## src/rtl/inc_arbiter.sv

```systemverilog
// Four-way round-robin arbiter feeding a single shared incrementer.
// One request is serviced at a time: accept (IDLE), compute (EXEC), hand back (RESP).
module inc_arbiter #(
  parameter int unsigned P_EXEC_CYCLES = 2
) (
  input  logic        CLK_I,
  input  logic        RST_I,
  input  logic [3:0]  REQ_I,
  input  logic [31:0] REQ_DATA_I,
  output logic [3:0]  GNT_O,
  output logic        RSP_VALID_O,
  input  logic        RSP_READY_I,
  output logic [7:0]  RSP_DATA_O,
  output logic        RSP_OVF_O,
  output logic [1:0]  RSP_ID_O,
  output logic        BUSY_O
);

  localparam logic [1:0] ST_IDLE = 2'd0;
  localparam logic [1:0] ST_EXEC = 2'd1;
  localparam logic [1:0] ST_RESP = 2'd2;

  localparam logic [3:0] C_CNT_LOAD = 4'(P_EXEC_CYCLES - 1);

  logic [1:0] r_state;
  logic [1:0] r_ptr;
  logic [3:0] r_cnt;
  logic [7:0] r_op;
  logic [1:0] r_id;
  logic       r_rsp_valid;
  logic [7:0] r_rsp_data;
  logic       r_rsp_ovf;
  logic [1:0] r_rsp_id;

  logic [1:0] w_cand_idx [4];
  logic [3:0] w_cand_hit;
  logic       w_hit;
  logic [1:0] w_idx;
  logic       w_grant;
  logic [7:0] w_grant_op;
  logic [8:0] w_sum;

  // Candidate gi is the requester gi places after the pointer, wrapping mod 4.
  genvar gi;
  generate
    for (gi = 0; gi < 4; gi++) begin : g_cand
      assign w_cand_idx[gi] = r_ptr + 2'(gi);
      assign w_cand_hit[gi] = REQ_I[w_cand_idx[gi]];
    end
  endgenerate

  // Scan from the farthest offset down so the closest requester to the pointer wins.
  always_comb begin
    w_hit = 1'b0;
    w_idx = 2'd0;
    for (int k = 3; k >= 0; k--) begin
      if (w_cand_hit[k]) begin
        w_hit = 1'b1;
        w_idx = w_cand_idx[k];
      end
    end
  end

  assign w_grant    = (r_state == ST_IDLE) && !RST_I && w_hit;
  assign GNT_O      = w_grant ? (4'b0001 << w_idx) : 4'b0000;
  assign w_grant_op = REQ_DATA_I[8*w_idx +: 8];
  assign w_sum      = {1'b0, r_op} + 9'd1;

  always_ff @(posedge CLK_I) begin
    if (RST_I) begin
      r_state     <= ST_IDLE;
      r_ptr       <= 2'd0;
      r_cnt       <= 4'd0;
      r_op        <= 8'd0;
      r_id        <= 2'd0;
      r_rsp_valid <= 1'b0;
      r_rsp_data  <= 8'd0;
      r_rsp_ovf   <= 1'b0;
      r_rsp_id    <= 2'd0;
    end else begin
      case (r_state)
        ST_IDLE: begin
          if (w_hit) begin
            r_op    <= w_grant_op;
            r_id    <= w_idx;
            r_cnt   <= C_CNT_LOAD;
            r_ptr   <= w_idx + 2'd1;
            r_state <= ST_EXEC;
          end
        end
        ST_EXEC: begin
          if (r_cnt == 4'd0) begin
            r_rsp_data  <= w_sum[7:0];
            r_rsp_ovf   <= w_sum[8];
            r_rsp_id    <= r_id;
            r_rsp_valid <= 1'b1;
            r_state     <= ST_RESP;
          end else begin
            r_cnt <= r_cnt - 4'd1;
          end
        end
        ST_RESP: begin
          // Response fields are left untouched so they read back after the handshake.
          if (RSP_READY_I) begin
            r_rsp_valid <= 1'b0;
            r_state     <= ST_IDLE;
          end
        end
        default: r_state <= ST_IDLE;
      endcase
    end
  end

  assign RSP_VALID_O = r_rsp_valid;
  assign RSP_DATA_O  = r_rsp_data;
  assign RSP_OVF_O   = r_rsp_ovf;
  assign RSP_ID_O    = r_rsp_id;
  assign BUSY_O      = (r_state != ST_IDLE);

endmodule

```

## config.mk

```make
export PLATFORM = sky130hd
export DESIGN_NAME = inc_arbiter
export DESIGN_NICKNAME = d
export VERILOG_FILES = /design/src/rtl/inc_arbiter.sv
export SDC_FILE = /design/constraint.sdc
export NUM_CORES = 1
export LEC_CHECK = 0
export CAP_MARGIN = 20
export CORE_ASPECT_RATIO = 1.2
export CORE_MARGIN = 2
export CORE_UTILIZATION = 44
export CTS_CLUSTER_SIZE = 10
export DETAILED_ROUTE_END_ITERATION = 10
export PLACE_DENSITY = 0.87
export SYNTH_ARGS = -nofsm -noshare
export SYNTH_HDL_FRONTEND = slang
export SYNTH_SLANG_ARGS = --single-unit
export TNS_END_PERCENT = 100
```

## constraint.sdc

```tcl
create_clock -name CLK_I -period 2 [get_ports CLK_I]
set_clock_uncertainty 0.2 [all_clocks]
set_input_delay 0.2 -clock CLK_I [delete_from_list [all_inputs] [get_ports CLK_I]]
set_output_delay 0.2 -clock CLK_I [all_outputs]
set_load 0.005 [all_outputs]
```

==> results of run 1 <==
## repair_timing
action	4_1_cts	5_1_grt
gates cloned	0	1
setup buffers	3	5
gates resized for setup	21	32
setup endpoints to repair	12	13
pin swaps	5	12
## worst min path at each step
stage,startpoint,to,slack [ps],cells past startpoint
after floorplan,RST_I,r_state[0],70,1
after global placement,RSP_OVF_O,RSP_OVF_O,260,2
after detailed placement,RSP_OVF_O,RSP_OVF_O,270,2
after CTS,RSP_OVF_O,RSP_OVF_O,280,2
after global routing,RSP_OVF_O,RSP_OVF_O,300,2
final,RSP_OVF_O,RSP_OVF_O,270,2
## metal layers
metal / global-route usage [%] / vias to the layer above / wire length, um
met4: 12.50 / 0 / 116
met1: 25.55 / 730 / 1868
li1: - / 761 / -
met5: 0 / - / 0
met2: 36.64 / 60 / 2301
met3: 6.427 / 10 / 226
## tightest hold or removal path: cells and delay by family, from the launching register on
kind | cells | cell delay (ps)
DFF | 1 | 310
and+or+nand+nor | 1 | 60
AOI/OAI and AO/OA | 1 | 50
## Yosys cell counts
cell      number  area (um^2)
or2_2          1        6.260
mux2i_1       21        210.2
nor4_1         1        6.260
nand2b_1       2        12.51
nor4bb_1       1        10.01
clkbuf_1       2        7.510
nor4b_1        1        8.760
dfxtp_1       30        600.6
or4_4          1        11.26
nor2b_1        2        12.51
nand2_1       12        45.04
inv_1          7        26.28
a21oi_1        4        20.02
ha_1           2        25.02
o221a_2        1        11.26
nor3_1         4        20.02
nand3b_1       1        7.510
clkbuf_4       1        7.510
nand3_1        4        20.02
a31oi_1        1        6.260
xnor2_1        4        35.03
a211oi_1      10        75.07
buf_2          4        20.02
nand4_1        1        6.260
nor2_2         1        6.260
a211oi_2       1        12.51
a21o_1         1        7.510
xor2_1         5        43.79
nor2_1        29        108.9
and2b_1        1        7.510
o22a_1         2        17.52
o221ai_1       8        70.07
buf_6          1        11.26
## area by class of cell
class | count | share of cell area (%)
Multi-Input combinational cell | 122 | 37.85
Sequential cell | 30 | 23.61
Clock buffer | 8 | 4.320
Tap cell | 37 | 1.816
Timing Repair Buffer | 84 | 31.27
Inverter | 7 | 1.129
## per-stage QoR
stage	setup TNS (ps)	power [mW]	hold WS [ps]	util (%)
global placement	-5177	2.569	263.0	66.81
floorplan	0	1.932	71.61	-
detailed placement	-5661	2.621	269.1	66.81
CTS	-1192	3.293	278.9	71.83
global route	-1993	3.847	301.0	77.01
finish	-1060	3.624	273.4	77.01
## cell families (layout without fill, tap and decap cells)
group	after synthesis	after routing	share of synthesized area, %
buf+inv	15	99	4.850
mux	21	21	14.05
simple gates	62	62	19.32
compound gates	28	28	14.72
xor+xnor	9	9	5.267
fa+ha+maj	2	2	1.672
flops	30	30	40.13
## cells in the final DEF, fill, tap and decap left out, drive strengths merged, types with 4 or more instances in the layout
master | netlist | layout
clkdlybuf4s50 | 0 | 49
buf | 5 | 31
dfxtp | 30 | 30
nor2 | 30 | 30
mux2i | 21 | 21
nand2 | 12 | 12
a211oi | 11 | 11
clkbuf | 3 | 9
o221ai | 8 | 8
inv | 7 | 7
xor2 | 5 | 5
a21oi | 4 | 4
nand3 | 4 | 4
xnor2 | 4 | 4
nor3 | 4 | 4
## power groups by stage
stage / Clock (mW) / Combinational [mW] / Sequential [mW]
floorplan: 0 / 0.916 / 1.02
global placement: 0 / 1.54 / 1.03
detailed placement: 0 / 1.59 / 1.03
CTS: 0.590 / 1.68 / 1.03
global route: 0.613 / 2.16 / 1.07
finish: 0.583 / 2.00 / 1.04
## registers in the layout, indices dropped and copies added, names as in the netlist, 2 cells and up
register    flops
RSP_ID_O        2
r_id            2
r_op            8
RSP_DATA_O      8
r_state         2
r_ptr           2
r_cnt           4
==> key figures, run 1 <==
Setup path
  • Stages on worst setup path: 7
  • Crit path max-delay family: simple AND/OR/NAND/NOR gates
  • R2R Path End: r_op[4]
  • Worst setup EP type: primary output
  • Register-to-register setup slack: -80 ps
  • Slowest stage delay, CP: 510 ps
  • Worst setup path startpoint: r_ptr[0]
  • Crit path DAT: 1900 ps
  • Worst-path maximum fanout: 2
  • WP buf/inv: 2
  • Crit path to: GNT_O[1]
  • Critical Path RT: 1600 ps
  • R2r worst-path depth: 8
  • Crit path cell chain: and2b_1 -> nor2_2 -> o22a_1 -> or4_4 -> buf_6 -> nor2_4 -> buf_2
  • WS Path Type: reg2out
  • Slowest cell on the critical path: or4_4
  • Startpoint types: flop
  • Critical R2R Launch: r_ptr[0]

Die
  • Core Region: 3309 um^2
  • Starting Density: 45.22%
  • Die Ht: 67.89 um
  • Num ports: 56
  • # rows: 23
  • Die Wd: 57.24 um
  • Die ar.: 3885 um^2

Final layout
  • Area of the multi-input gates: 964.7 um^2
  • Layout cells sized above 1: 27.49%
  • FILL cells: 204
  • Ant diodes: 0
  • # nets final: 291
  • Layout area overhead: 70.32%
  • Non-filler instance count after layout: 288
  • Final instance area: 2549 um^2
  • Area taken by flip-flops and latches: 601.8 um^2

Synthesis
  • Gate count of the mapped netlist: 167
  • Syn Nets: 208
  • Mapped Area: 1496 um^2
  • Yosys warning total: 0
  • Seq/Total Area, Yosys: 40.13%
  • Syn Area/Cell: 8.961 um^2
  • Yosys cell types: 33
  • Yosys reg bits: 30

Timing
  • Fin. max-slew vios: 0
  • RSZ-0062 raised after global routing: true
  • Crit share post-route: 114.8%
  • Final setup vio count: 12
  • Period minus WS final: 2295 ps
  • Fmax: 435.7 MHz
  • Worst-Margin Slew: 315.8 ps
  • Final hold vios: 0
  • Final worst slack: -295.4 ps
  • Slew margin rel.: 78.66%

Clocking
  • CTS Buffer Depth: 2
  • Root Buffer: clkbuf_8
  • Clk Latency, worst-skew pair: 290 ps
  • CTS Buf Count: 5
  • Hold Buf Count CTS: 0
  • CTS clk-pin slew, worst paths: 60 ps
  • CTS sink count: 30
  • CTS H-tree depth: 2
  • CTS tree: built

Power
  • Clock network power share: 16.1%
  • Sw Pwr: 1.314 mW
  • Seq pwr share: 28.8%
  • Power Density: 1422 nW/um^2
  • Switching share of power: 36.25%
  • Peak supply drop: 1.027 mV
  • Int Power: 2.310 mW
  • Comb power frac: 55.1%
  • Pleak: 0.9988 nW

Hold path
  • Worst Hold Class: reg2reg

Placement
  • Dpl cell area: 2211 um^2
  • Placed Instances: 272
  • Setup slack after placement: -640.0 ps
  • Post-DP HPWL: 2.864 mm
  • GP Congestion: 0.8261
  • I/O Buffers: 55

Drt
  • Detailed router's first-iteration violation count: 39
  • Final ANT Viol Nets: 0
  • Vias: 1561
  • TritonRoute pass-1 iters: 4
  • Routed wire length: 4.513 mm
  • Post-DR vias/cell: 5.420
  • Post-route DRC: 0
  • Wirelength per Cell: 15.67 um

Run status
  • Status: finished with violations
  • Failing checks: negative setup slack

Global routing
  • Total Routing Usage GR: 22.08%
  • First-pass GRT wire length: 6.423 mm
  • Via count of the first global-routing pass: 1433
  • Initial antenna violation count: 0
  • Largest net degree at the start of global routing: 24
  • Gr ovfl total: 0

Run
  • # Max-Cap Violations: 0
Note: power is estimated with default switching activity, not from simulation.
==> inputs of run 2 (changes only) <==
REMOVE_ABC_BUFFERS = 1   (was unset)
==> key figures, run 2 (same netlist as run 1, synthesis figures left out) <==
Die
  • # rows: 23 (unchanged)
  • Starting Density: 45.22% (unchanged)
  • Core Region: 3309 um^2 (unchanged)
  • Die Wd: 57.24 um (unchanged)
  • Num ports: 56 (unchanged)
  • Die Ht: 67.89 um (unchanged)
  • Die ar.: 3885 um^2 (unchanged)

Power
  • Overall power: 3.499 mW (-3.4%)
  • Peak supply drop: 1.140 mV (+11%)
  • Power Density: 1393 nW/um^2 (-2.0%)
  • Pleak: 0.9986 nW (about the same)

Run status
  • Status: finished with violations
  • Failing checks: negative setup slack

Timing
  • Final setup vio count: 12 (unchanged)
  • Fmax: 444.9 MHz (+2.1%)
  • Fin. max-slew vios: 0 (unchanged)
  • Worst-Margin Slew: 320.2 ps (+4.408 ps)
  • Slew margin rel.: 78.36% (-0.30 points)
  • Period minus WS final: 2248 ps (-47.57 ps)
  • Crit share post-route: 112.4% (-2.4 points)
  • RSZ-0062 raised after global routing: true
  • Final worst slack: -247.8 ps (+47.57 ps)
  • Final hold vios: 0 (unchanged)
  • TNS Setup: -1090 ps (-29.43 ps)

Global routing
  • Total Routing Usage GR: 20.23% (-1.8 points)
  • Largest net degree at the start of global routing: 25 (+4.2%)
  • First-pass GRT wire length: 6.113 mm (-4.8%)
  • Gr ovfl total: 0 (unchanged)
  • Via count of the first global-routing pass: 1476 (+3.0%)
  • Initial antenna violation count: 0 (unchanged)

Clocking
  • CTS Buffer Depth: 2 (unchanged)
  • CTS sink count: 30 (unchanged)
  • CTS Buf Count: 5 (unchanged)
  • CTS clk-pin slew, worst paths: 60 ps (about the same)
  • Hold Buf Count CTS: 0 (unchanged)
  • Root Buffer: clkbuf_8
  • Clk Latency, worst-skew pair: 280 ps (about the same)
  • CTS H-tree depth: 2 (unchanged)
  • CTS tree: built

Setup path
  • Critical Path RT: 1600 ps (about the same)
  • Startpoint types: flop
  • Crit path DAT: 1850 ps (-50 ps)
  • WP buf/inv: 1 (-1)
  • Slowest cell on the critical path: or4_4
  • Worst-path maximum fanout: 3 (+1)
  • WS Path Type: reg2out
  • Slowest stage delay, CP: 530 ps (+20 ps)
  • Crit-path most repeated cell: nor2_1
  • Crit path cell chain: and2b_1 -> nor2_1 -> o22a_1 -> or4_4 -> nor2_1 -> buf_2
  • Crit path max-delay family: simple AND/OR/NAND/NOR gates
  • Worst setup EP type: primary output

Placement
  • GP Congestion: 0.7773 (-5.9%)
  • I/O Buffers: 55 (unchanged)
  • Post-DP HPWL: 2.806 mm (-2.0%)
  • Setup slack after placement: -636.4 ps (+3.561 ps)

Drt
  • Wirelength per Cell: 15.44 um (-1.5%)
  • Post-DR vias/cell: 5.474 (+0.99%)
  • Routed wire length: 4.463 mm (-1.1%)
  • Vias: 1582 (+1.3%)
  • TritonRoute pass-1 iters: 5 (+1)
  • Final ANT Viol Nets: 0 (unchanged)
  • Post-route DRC: 0 (unchanged)
  • Detailed router's first-iteration violation count: 72 (+85%)

Run
  • # Max-Cap Violations: 0 (unchanged)

Final layout
  • Layout cells sized above 1: 26.59% (-0.90 points)
  • # nets final: 292 (+0.34%)
  • FILL cells: 203 (-0.49%)
  • Layout area overhead: 67.89%
  • Highest-count cells in the layout ignoring fill and taps: clkdlybuf4s50_1 (47), dfxtp_1 (29), nor2_1 (27), buf_4 (25), mux2i_1 (16)
  • Ant diodes: 0 (unchanged)
  • Most common cell after layout, fill and taps aside: clkdlybuf4s50_1

Hold path
  • Worst Hold Class: reg2reg
[run 2: layout make-up]
cell class                 instances  area (um^2)  area share [%]
clock inverter                     2        12.51          0.4980
inverter                           7        26.28           1.046
timing repair buffer              85        792.0           31.52
clock buffer                       6        82.58           3.287
sequential                        30        601.8           23.95
multi-input combinational        122        950.9           37.85
tap                               37        46.29           1.843
[run 2: repair_timing]
item | CTS | global route
gates resized for setup | 22 | 27
pin swaps | 5 | 7
gates cloned | 0 | 1
setup buffers | 1 | 7
setup endpoints to repair | 12 | 17
[run 2: power breakdown]
| part | switching, mW | internal [mW] | leakage, nW |
|---|---|---|---|
| logic | 0.867 | 1.10 | 0.705 |
| clock network | 0.221 | 0.276 | 0.0472 |
| registers | 0.192 | 0.844 | 0.247 |
| total | 1.28 | 2.22 | 0.999 |
[run 2: worst min-delay path: cells and delay by family (launching register included)]
| family | cells | cell delay, ps |
|---|---|---|
| AO/OA/AOI/OAI | 1 | 60 |
| flip-flops | 1 | 320 |
| AND/OR/NAND/NOR | 1 | 70 |
[run 2: worst paths after layout]
kind | startpoint | to | slack [ps] | cells after the start
worst max-delay path | r_ptr[0] | GNT_O[1] | -250 | 6
worst min-delay path | RSP_OVF_O | RSP_OVF_O | 290 | 2
worst max register to register | r_ptr[0] | r_op[5] | -70 | 7
worst min register to register | RSP_OVF_O | RSP_OVF_O | 290 | 2
[run 2: metal layers]
| layer | GRT usage [%] | up-vias | wire, um |
|---|---|---|---|
| met1 | 23.20 | 749 | 1849 |
| met4 | 7.849 | 0 | 76 |
| met5 | 0 | - | 0 |
| met2 | 36.78 | 53 | 2330 |
| li1 | - | 771 | - |
| met3 | 4.348 | 9 | 206 |
[run 2: through the flow]
stage | instance area, um^2 | cells | hold slack [ps] | utilization (%)
finish | 2512 | 289 | 290.1 | 75.92
global route | 2512 | 289 | 319.7 | 75.92
CTS | 2311 | 281 | 271.8 | 69.83
detailed placement | 2211 | 272 | 260.4 | 66.81
global placement | 2211 | 272 | 260.6 | 66.81
floorplan | 1450 | 159 | 69.07 | -
